File: src/rtl/cpu_run_ctrl.sv
// -----------------------------------------------------------------------------
// cpu_run_ctrl
//
// Run/step/halt sequencer for the single-cycle CPU core. It sits between the
// top-level start/debug controls and the datapath and produces the commit
// enable that qualifies the PC update and the register/data-memory writes.
//
// Halt sources, highest priority first:
//   1 ext   : external halt request
//   2 bp    : PC breakpoint (masked in STEP and in the first RUN cycle)
//   3 zero  : all-zero sentinel instruction
//   4 limit : programmed cycle limit reached
// The instruction present in the halting cycle is never committed.
//
// Ports
//   clk_i         : clock
//   rst_i         : asynchronous reset, active-low
//   start_i       : level; enter/resume RUN from IDLE or HALT
//   step_i        : level; execute one instruction from IDLE or HALT
//   halt_i        : external halt request
//   clear_i       : from HALT, return to IDLE and zero the counter
//   max_cycles_i  : cycle limit, 0 = unlimited
//   bp_en_i       : breakpoint enable
//   bp_addr_i     : breakpoint PC
//   pc_i          : current PC from the CPU
//   instr_i       : instruction fetched at pc_i
//   cpu_en_o      : CPU may commit this cycle (combinational)
//   state_o       : 0 IDLE, 1 RUN, 2 STEP, 3 HALT
//   cycle_cnt_o   : instructions committed since clear/reset (saturating)
//   halted_o      : state is HALT
//   halt_cause_o  : 0 none, 1 ext, 2 bp, 3 zero instr, 4 limit
//   halt_pulse_o  : one-cycle pulse in the first HALT cycle after each entry
// -----------------------------------------------------------------------------
module cpu_run_ctrl #(
  parameter int XLEN  = 32,
  parameter int CNT_W = 16
) (
  input  logic             clk_i,
  input  logic             rst_i,
  input  logic             start_i,
  input  logic             step_i,
  input  logic             halt_i,
  input  logic             clear_i,
  input  logic [CNT_W-1:0] max_cycles_i,
  input  logic             bp_en_i,
  input  logic [XLEN-1:0]  bp_addr_i,
  input  logic [XLEN-1:0]  pc_i,
  input  logic [XLEN-1:0]  instr_i,
  output logic             cpu_en_o,
  output logic [1:0]       state_o,
  output logic [CNT_W-1:0] cycle_cnt_o,
  output logic             halted_o,
  output logic [2:0]       halt_cause_o,
  output logic             halt_pulse_o
);

  localparam logic [1:0] ST_IDLE = 2'd0;
  localparam logic [1:0] ST_RUN  = 2'd1;
  localparam logic [1:0] ST_STEP = 2'd2;
  localparam logic [1:0] ST_HALT = 2'd3;

  localparam logic [2:0] CAUSE_NONE  = 3'd0;
  localparam logic [2:0] CAUSE_EXT   = 3'd1;
  localparam logic [2:0] CAUSE_BP    = 3'd2;
  localparam logic [2:0] CAUSE_ZERO  = 3'd3;
  localparam logic [2:0] CAUSE_LIMIT = 3'd4;

  localparam logic [CNT_W-1:0] CNT_ZERO = {CNT_W{1'b0}};
  localparam logic [CNT_W-1:0] CNT_MAX  = {CNT_W{1'b1}};
  localparam logic [CNT_W-1:0] CNT_ONE  = {{(CNT_W-1){1'b0}}, 1'b1};
  localparam logic [XLEN-1:0]  INSTR_ZERO = {XLEN{1'b0}};

  // Registered state
  logic [1:0]       state_q,  state_d;
  logic             first_q,  first_d;
  logic [CNT_W-1:0] cnt_q,    cnt_d;
  logic [2:0]       cause_q,  cause_d;
  logic             pulse_q,  pulse_d;

  // Halt detection
  logic             active_s;
  logic             bp_hit_s;
  logic             zero_hit_s;
  logic             limit_hit_s;
  logic [2:0]       halt_cause_s;
  logic             halt_now_s;
  logic             cpu_en_s;

  // Halt cause decode: priority-ordered, only meaningful while executing
  always_comb begin
    active_s    = (state_q == ST_RUN) || (state_q == ST_STEP);
    // Breakpoint is masked while stepping and in the first RUN cycle so that a
    // resume from a breakpoint commits the instruction at the breakpoint PC.
    bp_hit_s    = bp_en_i && (pc_i == bp_addr_i) &&
                  (state_q == ST_RUN) && !first_q;
    zero_hit_s  = (instr_i == INSTR_ZERO);
    limit_hit_s = (max_cycles_i != CNT_ZERO) && (cnt_q >= max_cycles_i);

    if (!active_s) begin
      halt_cause_s = CAUSE_NONE;
    end else if (halt_i) begin
      halt_cause_s = CAUSE_EXT;
    end else if (bp_hit_s) begin
      halt_cause_s = CAUSE_BP;
    end else if (zero_hit_s) begin
      halt_cause_s = CAUSE_ZERO;
    end else if (limit_hit_s) begin
      halt_cause_s = CAUSE_LIMIT;
    end else begin
      halt_cause_s = CAUSE_NONE;
    end

    halt_now_s = (halt_cause_s != CAUSE_NONE);
    cpu_en_s   = active_s && !halt_now_s;
  end

  // Next-state, counter, cause and pulse computation
  always_comb begin
    state_d = state_q;
    first_d = 1'b0;
    cause_d = cause_q;
    pulse_d = 1'b0;

    // Counter saturates instead of wrapping
    if (cpu_en_s && (cnt_q != CNT_MAX)) begin
      cnt_d = cnt_q + CNT_ONE;
    end else begin
      cnt_d = cnt_q;
    end

    case (state_q)
      ST_IDLE: begin
        if (start_i) begin
          state_d = ST_RUN;
          first_d = 1'b1;
        end else if (step_i) begin
          state_d = ST_STEP;
        end else begin
          state_d = ST_IDLE;
        end
      end

      ST_RUN: begin
        if (halt_now_s) begin
          state_d = ST_HALT;
          cause_d = halt_cause_s;
          pulse_d = 1'b1;
        end else begin
          state_d = ST_RUN;
        end
      end

      ST_STEP: begin
        if (halt_now_s) begin
          state_d = ST_HALT;
          cause_d = halt_cause_s;
          pulse_d = 1'b1;
        end else begin
          state_d = ST_IDLE;
        end
      end

      ST_HALT: begin
        if (clear_i) begin
          state_d = ST_IDLE;
          cnt_d   = CNT_ZERO;
          cause_d = CAUSE_NONE;
        end else if (start_i) begin
          state_d = ST_RUN;
          first_d = 1'b1;
          cause_d = CAUSE_NONE;
        end else if (step_i) begin
          state_d = ST_STEP;
          cause_d = CAUSE_NONE;
        end else begin
          state_d = ST_HALT;
        end
      end

      default: begin
        state_d = ST_IDLE;
        cause_d = CAUSE_NONE;
      end
    endcase
  end

  // State and status registers with asynchronous active-low reset
  always_ff @(posedge clk_i or negedge rst_i) begin
    if (!rst_i) begin
      state_q <= ST_IDLE;
      first_q <= 1'b0;
      cnt_q   <= CNT_ZERO;
      cause_q <= CAUSE_NONE;
      pulse_q <= 1'b0;
    end else begin
      state_q <= state_d;
      first_q <= first_d;
      cnt_q   <= cnt_d;
      cause_q <= cause_d;
      pulse_q <= pulse_d;
    end
  end

  assign cpu_en_o     = cpu_en_s;
  assign state_o      = state_q;
  assign cycle_cnt_o  = cnt_q;
  assign halted_o     = (state_q == ST_HALT);
  assign halt_cause_o = cause_q;
  assign halt_pulse_o = pulse_q;

endmodule
File: config.mk
export PLATFORM = sky130hd
export DESIGN_NAME = cpu_run_ctrl
export DESIGN_NICKNAME = d
export VERILOG_FILES = /design/src/rtl/cpu_run_ctrl.sv
export SDC_FILE = /design/constraint.sdc
export NUM_CORES = 1
export LEC_CHECK = 0
export CAP_MARGIN = 15
export CORE_MARGIN = 1.5
export CORE_UTILIZATION = 33
export DETAILED_ROUTE_END_ITERATION = 16
export GPL_ROUTABILITY_DRIVEN = 0
export PLACE_DENSITY = 0.77
export SYNTH_ARGS = -nofsm -noshare
export SYNTH_HDL_FRONTEND = slang
export SYNTH_SLANG_ARGS = --single-unit
File: constraint.sdc
create_clock -name clk_i -period 2.5 [get_ports clk_i]
set_input_delay 0.625 -clock clk_i [delete_from_list [all_inputs] [get_ports clk_i]]
set_output_delay 0.625 -clock clk_i [all_outputs]
set_load 0.005 [all_outputs]
### Word level (Yosys, flattened, before mapping)

Cells that the tools add are included.
Widths: inputs -> output; s select.

| word-level totals | value |
|---|---|
| output and inout port bits | 24 |
| word-level logic and storage cells | 56 |
| input port bits | 119 |
| flip-flop bits (word level) | 23 |

| cells by class | value |
|---|---|
| reduce and logical (&&, ||, !) cells | 16 |
| add/subtract/negate cells | 1 |
| eq/ne operators | 7 |
| muxes and demuxes | 26 |
| order comparisons | 1 |

Operators with widths:

| kind | number |
|---|---|
| $mux 16 | 3 |
| $eq 32x32->1 | 1 |
| $logic_not 32->1 | 1 |
| $mux 3 | 9 |
| $add 16x1->16 const B | 1 |
| $ge 16x16->1 | 1 |
| $ne 16x16->1 const B | 1 |
| $reduce_bool 16->1 | 1 |
| $mux 2 | 6 |
| $pmux 2 s4 | 1 |
| $logic_and 1x1->1 | 6 |
| $pmux 3 s2 | 1 |
| $mux 1 | 5 |
| $eq 2x2->1 const B | 2 |
| $ne 4x4->1 const B | 1 |
| $reduce_and 3->1 | 1 |
| $reduce_bool 3->1 | 1 |
| $eq 2x1->1 const B | 1 |
| $logic_not 1->1 | 2 |
| $logic_not 2->1 | 1 |
| $ne 2x1->1 const B | 1 |
| $pmux 1 s2 | 1 |
| $reduce_bool 2->1 | 1 |
| $reduce_or 2->1 | 1 |
| $logic_or 1x1->1 | 1 |

### Logic depth before layout (Yosys ltp)

Gate-level depths: netlist of the first run.

| logic depth | value |
|---|---|
| word-level depth | 14 |
| mapped depth | 11 |
| depth with buffers taken out | 9 |

### Worst setup path after synthesis of the first run

Ideal clock, no wire load.

| path | value |
|---|---|
| path type | input -> register |
| start point | input max_cycles_i[3] |
| end point | register cnt_q[11], in the netlist cycle_cnt_o[11] |
| data required time | 2.381 ns |
| setup time | 0.119 ns |
| slack | -0.117 ns |
| stages | 10 |
| arrival | 2.498 ns |
| buffers on the path | 1 |
| cells stage by stage | inv_1 ha_1 a211oi_1 o21ai_0 a211o_1 a2bb2oi_4 nand4_4 buf_6 o31a_1 o21a_1 |

| on the way | value |
|---|---|
| longest elaborated chain between the ends | 14 |
| elaborated cells between the ends (all ways) | 15 |
| classes of those cells | order compare (1); mux (8); reduce/logical (6) |

Ends and longest elaborated chain:

| item | RTL line | RTL |
|---|---|---|
| start: declaration | 44 | `input logic [CNT_W-1:0] max_cycles_i,` |
| $ge 16x16->1 / $reduce_bool 16->1 (equally long branches) | 97 | `limit_hit_s = (max_cycles_i != CNT_ZERO) && (cnt_q >= max_cycles_i);` |
| $logic_and 1x1->1 (*) | 97 |  |
| $mux 3 (*) | 107 | `end else if (limit_hit_s) begin` |
| $mux 3 (*) | 105 | `end else if (zero_hit_s) begin` |
| $mux 3 (*) | 103 | `end else if (bp_hit_s) begin` |
| $mux 3 (*) | 101 | `end else if (halt_i) begin` |
| $mux 3 (*) | 99 | `if (!active_s) begin` |
| $reduce_bool 3->1 (*) | 113 | `halt_now_s = (halt_cause_s != CAUSE_NONE);` |
| $logic_not 1->1 (*) | 114 | `cpu_en_s = active_s && !halt_now_s;` |
| $logic_and 1x1->1 (*) | 114 |  |
| $logic_and 1x1->1 (*) | 125 | `if (cpu_en_s && (cnt_q != CNT_MAX)) begin` |
| $mux 16 (*) | 125 |  |
| $mux 16 | 164 | `if (clear_i) begin` |
| $mux 16 (*) | 131 | `case (state_q)` |
| net cnt_d[11] | 76 | `logic [CNT_W-1:0] cnt_q, cnt_d;` |
| end signal: assignment | 198 | `cnt_q <= cnt_d;` |
| end: declaration | 76 |  |

The timed path passes the listed nets; every way through them passes the cells marked *.
A chain may end at the register's enable or synchronous reset.

### Worst setup path after layout of the first run

| path | value |
|---|---|
| start point | input instr_i[17] |
| end point | output cpu_en_o |

| on the way | value |
|---|---|
| longest elaborated chain between the ends | 8 |

Ends and longest elaborated chain:

| item | RTL line | RTL |
|---|---|---|
| start: declaration | 48 | `input logic [XLEN-1:0] instr_i,` |
| $logic_not 32->1 | 96 | `zero_hit_s = (instr_i == INSTR_ZERO);` |
| $mux 3 | 105 |  |
| $mux 3 | 103 |  |
| $mux 3 | 101 |  |
| $mux 3 | 99 |  |
| $reduce_bool 3->1 | 113 |  |
| $logic_not 1->1 | 114 |  |
| $logic_and 1x1->1 | 114 |  |
| end: declaration | 49 | `output logic cpu_en_o,` |

Every way passes these cells.

==> reports/metrics.yaml, run 1 <==
grt:
  grt_max_degree: 24
  antenna_found_initial: 0
  grt_pass1_wl_mm: 12.9
  grt_pass1_vias: 2701
  grt.overflow.total: 0
  grt_use_total: 0.225
yosys:
  syn_nets: 399
  synth_edf_count: 0
  netlist_instances: 258
  yosys_warnings: 0
  async_reset_ff_frac: 1.00
  ys_seq_area_frac: 0.263
  ys.flop_type: "dfrtp_1"
  netlist_area_mm2: 0.00219
  post-synth-top-area-cell: "dfrtp_1"
  synth.avg_cell_area_um2: 8.49
  synth_top_area_share: 0.263
  synth_cell_type_count: 41
  synth_area_leaders: "dfrtp_1 26%, ha_1 13%, xor2_1 11%"
  synth_seq_cells: 23
drt:
  drcViolationCount: 0
  vias: 2705
  wl_per_cell_um: 16.4
  firstDrtPassIters: 4
  vias_per_cell: 5.16
  initialDrtViolationCount: 180
  ant_nets: 0
  wirelength_mm: 8.57
power_and_ir_drop:
  combPwrFrac: 0.669
  clkPwrFrac: 0.108
  ir_worst_vdd_mv: 0.412
  cellLeakagePower_nw: 1.86
  seqPwrFrac: 0.223
  p_per_area_mw_per_mm2: 533
  internal-power_w: 0.00140
  switchingPower_w: 0.000841
  swShare: 0.376
timing:
  period_share: 1.07
  hold_violations: 0
  setup-tns-final_ps: -583
  rsz0062_at_grt: "true"
  drv_slew: 0
  slew_headroom: 0.587
  finClkSkew_ps: 9.39
  max_freq_ghz: 0.373
  worst_pin_slew_ps: 619
  fin_ws_ps: -184
  setup_violations: 12
  fin_crit_ps: 2680
placed_design:
  dp_cells: 510
  dp_hpwl_mm: 6.58
  port_buffers: 142
clocking:
  ctsLongestPathBuffers: 2
  clk_latency_ps: 280
  clkTransAtPathRegs_ps: 90
  clock-sinks: 23
  cts_tree: "yes"
  cts-hold-fix-buffers: 0
  root_buffer: "clkbuf_8"
  h-tree-depth: 1
  cts_buffers: 3
final_layout:
  drive_gt1_frac: 0.329
  layout_commonest_cell: "clkdlybuf4s50_1"
  n_antenna_cell: 0
  nets: 589
  final_cell_mix: "57 x clkdlybuf4s50_1, 43 x buf_4, 31 x dlygate4sd2_1"
  stdcell_count: 524
  syn_to_final_growth_pct: 91.8
status:
  outcome: "finished, violations left"
  violations: "setup timing"
setup_path:
  critPathRequiredTime_ps: 1880
  critical_path_peak_fanout: 2
  critical_path.startpoint_type: "input port"
  path_class: "in2out"
  endpoint_kind: "primary output"
  worstPathArrival_ps: 2060
floorplan:
  die_h_um: 84.5
  dieArea_mm2: 0.00713
  core_area_mm2: 0.00639
  ioPinCount: 143
  num_rows: 29
  die_w_um: 84.5
  initial_core_util: 0.343
flow_run:
  max_cap_viol_count: 0
hold_path:
  min_path_type: "reg2reg"
[area by class of cell]
class                   instances  area, µm²
clock buffers                   3       41.3
well taps                      77       96.3
fillers                       523       2190
multi-input cells             208       1780
inverters                      23       88.8
repair buffers                189       1610
clock inverters                 1       5.00
flip-flops and latches         23        576
[kinds of logic (layout without fill, tap and decap cells)]
group	count (synthesis)	count (layout)	synth area share
xor gates and xnor gates	33	33	0.132
adders and majority gates	22	22	0.126
buffers and inverters	27	216	0.0549
AOI/OAI and AO/OA	51	51	0.146
and+or+nand+nor	99	99	0.264
DFF	23	23	0.263
muxes	3	3	0.0143
[repair_timing]
| item | CTS | global route |
|---|---|---|
| buffers inserted | 7 | 3 |
| endpoints found under the setup margin | 21 | 15 |
| gates cloned | 0 | 1 |
| resized for setup | 231 | 31 |
| pin swaps | 67 | 23 |
[layer usage]
metal  GRT usage  routed length [µm]
met1       0.279                3360
met2       0.419                4720
met3      0.0236                 421
met4      0.0499                  69
met5           0                   0
[power groups by stage]
stage               clock network [W]  registers (W)  logic, W
floorplan                           0       0.000522  0.000545
global placement                    0       0.000493   0.00119
detailed placement                  0       0.000495   0.00123
CTS                          0.000247       0.000496   0.00131
global route                 0.000266       0.000506   0.00163
finish                       0.000242       0.000499   0.00150
[through the flow]
stage	total power, W	setup slack, ps	area [µm²]	hold slack [ps]	util
after global routing	0.00240	-253	4200	546	0.658
after global placement	0.00168	-988	3970	477	0.622
after floorplan	0.00107	5.66	2210	329	-
final	0.00224	-184	4200	512	0.658
after CTS	0.00205	-190	4080	518	0.639
after detailed placement	0.00173	-1020	3970	497	0.622
[synth_stat cells, drive strengths merged (4+ instances only)]
master,instances
a21oi,19
and4,5
dfrtp,23
ha,22
inv,23
nand2,19
nand3,11
nand4,7
nor2,9
nor4,20
o211ai,4
o21ai,16
or3,10
xnor2,5
xor2,28
[sequential cells by signal, indices dropped and copies added, names as in the netlist]
name          count
cycle_cnt_o      16
halt_cause_o      3
state_o           2
first_q           1
halt_pulse_o      1
[worst paths after layout]
check                                start              end  slack (ps)  depth (start not counted)
setup / recovery               instr_i[17]         cpu_en_o        -180                          7
hold / removal             halt_cause_o[0]  halt_cause_o[0]         510                          1
setup reg to reg            cycle_cnt_o[1]   cycle_cnt_o[3]         -70                         12
hold reg to reg            halt_cause_o[0]  halt_cause_o[0]         510                          1
max in group asynchronous            rst_i   cycle_cnt_o[8]        1550                          2
min in group asynchronous            rst_i       state_o[0]         710                          2
[worst max-delay path, cell delays in order]
cell and delay [ps]:
clkdlybuf4s50_1 390, nor4_1 270, and4_1 290, a21oi_2 80, o31a_1 120, and3_4 160
buf_6 110
(Power assumes the default switching activity.)
==> run 2, diff against run 1 <==
- CORE_UTILIZATION: 33 -> 37
- PLACE_DENSITY: 0.77 -> 0.82
- clock period: 2.5 -> 2.6 ns (I/O delays scaled with it)
==> run 2 against run 1 <==
The run still ends with setup timing left. Clock-buffer cell count up 1. Sequential share of layout area fell by 0.16 points. Wire length up 8.6%. Die area shrank 10%. Worst hold slack gained 25 ps. Via count is 7.0% higher. Setup slack gained 23 ps. Sequential cell count unchanged. Cell count fell by 1.1%. Register-to-register slack improved by 150 ps. Critical path depth unchanged.
==> reports/metrics.yaml, run 2 (same netlist as run 1, synthesis figures left out) <==
setup_path:
  endpoint_kind: "primary output"
  slowest_delay_ps: 440  # +50 ps
  path_class: "in2out"
  crit_path_start: "instr_i[6]"
  regToRegSetupSlack_ps: 80  # +150 ps
  cpMaxStageDelayCell: "clkdlybuf4s50_1"
  crit_path_end: "cpu_en_o"
  crit_family: "simple AND/OR/NAND/NOR gates"
  crit_cells: 7  # unchanged
  worstReg2RegStart: "cycle_cnt_o[1]"
  path_cells: "clkdlybuf4s50_1 > nor4_2 > and4_4 > a21oi_2 > o31a_1 > and3_4 > buf_6"
  critical_path_peak_fanout: 2  # unchanged
  critical_path.startpoint_type: "input port"
  critPathRequiredTime_ps: 1950  # +70 ps
  r2r_end: "cycle_cnt_o[10]"
  ff2ff_path_depth: 9  # -3
  worstPathArrival_ps: 2110  # +50 ps
  critPathBufInv: 2  # unchanged
drt:
  ant_nets: 0  # unchanged
  initialDrtViolationCount: 377  # +110%
  wirelength_mm: 9.31  # +8.6%
  vias_per_cell: 5.59  # +8.2%
  drcViolationCount: 0  # unchanged
  firstDrtPassIters: 5  # +1
  vias: 2894  # +7.0%
  wl_per_cell_um: 18.0  # +9.9%
timing:
  worst_pin_slew_ps: 543  # -76.1 ps
  max_freq_ghz: 0.362
  rsz0062_at_grt: "true"
  fin_crit_ps: 2760
  setup-tns-final_ps: -162  # +421 ps
  slew_headroom: 0.638  # +0.0507
  fin_ws_ps: -162  # +22.8 ps
  hold_violations: 0  # unchanged
  drv_slew: 0  # unchanged
  period_share: 1.06
  fin_hold_ws_ps: 537  # +24.7 ps
  setup_violations: 1  # -11
  finClkSkew_ps: 1.96  # -7.43 ps
power_and_ir_drop:
  internal-power_w: 0.00124  # -11%
  clkPwrFrac: 0.110  # +0.002
  switchingPower_w: 0.000800  # -4.9%
  combPwrFrac: 0.654  # -0.015
  seqPwrFrac: 0.236  # +0.013
  cellLeakagePower_nw: 1.90  # +2.1%
  swShare: 0.392  # +0.0164
  ir_worst_vdd_mv: 0.292  # -29%
  p_per_area_mw_per_mm2: 479  # -10%
clocking:
  clk_latency_ps: 260  # -20 ps
  cts_buffers: 3  # unchanged
  ctsLongestPathBuffers: 2  # unchanged
  root_buffer: "clkbuf_8"
  clock-sinks: 23  # unchanged
  h-tree-depth: 1  # unchanged
  cts_tree: "yes"
  clkTransAtPathRegs_ps: 80  # about the same
floorplan:
  initial_core_util: 0.390  # +0.0476
  ioPinCount: 143  # unchanged
  num_rows: 27  # -6.9%
  dieArea_mm2: 0.00639  # -10%
  core_area_mm2: 0.00561  # -12%
  die_w_um: 79.9  # -5.4%
  die_h_um: 79.9  # -5.4%
final_layout:
  nets: 587  # -0.34%
  layout_commonest_cell: "clkdlybuf4s50_1"
  largest_reg_flops: 16  # unchanged
  fin_util: 0.759  # +0.102
  drive_gt1_frac: 0.319  # -0.00976
  syn_to_final_growth_pct: 94.5
  final_cell_mix: "49 x clkdlybuf4s50_1, 43 x buf_4, 31 x dlygate4sd2_1"
hold_path:
  min_path_type: "reg2reg"
grt:
  grt_use_total: 0.293  # +0.0684
  grt.overflow.total: 0  # unchanged
  grt_pass1_vias: 3100  # +15%
  grt_pass1_wl_mm: 14.4  # +12%
  grt_max_degree: 24  # unchanged
  antenna_found_initial: 1  # +1
placed_design:
  dp_hpwl_mm: 7.17  # +9.0%
  pre_cts_ws_ps: -1060  # -41.8 ps
  port_buffers: 142  # unchanged
status:
  violations: "setup timing"
  outcome: "finished, violations left"
flow_run:
  max_cap_viol_count: 0  # unchanged
==> run 2: cell count changes in the layout (fill, tap and decap cells not counted), sizes merged <==
| cell | delta |
|---|---|
| buf | -16 |
| clkdlybuf4s15 | +9 |
| clkbuf | +8 |
| clkdlybuf4s50 | -8 |
| dlymetal6s2s | +4 |
| nand4 | +2 |
| clkinv | -1 |
| diode | +1 |
==> run 2: per-stage QoR <==
step / std cells / total power, W / cell area, µm²
after detailed placement: 504 / 0.00162 / 3940
after global routing: 518 / 0.00217 / 4260
after CTS: 518 / 0.00200 / 4200
after floorplan: 258 / 0.00101 / 2190
final: 518 / 0.00204 / 4260
after global placement: 504 / 0.00158 / 3940
==> run 2: how the worst min path moves through the flow <==
stage	slack, ps	depth (start not counted)	start	endpoint
after floorplan	350	0	rst_i	cycle_cnt_o[0]
after global placement	480	1	halt_cause_o[0]	halt_cause_o[0]
after detailed placement	480	1	halt_cause_o[0]	halt_cause_o[0]
after CTS	530	1	halt_cause_o[0]	halt_cause_o[0]
after global routing	550	1	halt_cause_o[0]	halt_cause_o[0]
final	540	1	halt_cause_o[0]	halt_cause_o[0]
==> run 2: area by class of cell <==
type                       instances  area [µm²]
tap                               72        90.1
multi-input combinational        210        1870
fill                             406        1350
sequential                        23         577
inverter                          23        91.3
antenna                            1        2.50
clock buffer                       4        45.0
timing repair buffer             185        1580
==> run 2: routing by layer <==
layer | part of all wire | GRT usage
met5 | 0 | 0
met4 | 0.050 | 0.133
met3 | 0.074 | 0.0514
met2 | 0.53 | 0.562
met1 | 0.34 | 0.305
==> run 2: what timing repair did <==
item | CTS | global route
hold buffers | 0 | 0
gates resized for setup | 212 | 60
buffers inserted | 9 | 3
pin swaps | 64 | 41
cloned | 2 | 0
endpoints found under the setup margin | 21 | 18
==> run 2: worst reg2reg max path: cells and delay by family (launching register included) <==
family | cells | cell delay [ps]
AND/OR/NAND/NOR | 3 | 750
AO/OA/AOI/OAI | 4 | 820
flip-flops | 1 | 450
buffers and inverters | 1 | 220
adder cells (fa/ha/maj) | 1 | 250
==> run 2: power groups by stage <==
stage / sequential [W] / combinational (W) / clock, W
after floorplan: 0.000498 / 0.000510 / 0
after global routing: 0.000488 / 0.00143 / 0.000244
after detailed placement: 0.000469 / 0.00116 / 0
after global placement: 0.000468 / 0.00111 / 0
final: 0.000480 / 0.00133 / 0.000225
after CTS: 0.000477 / 0.00130 / 0.000225
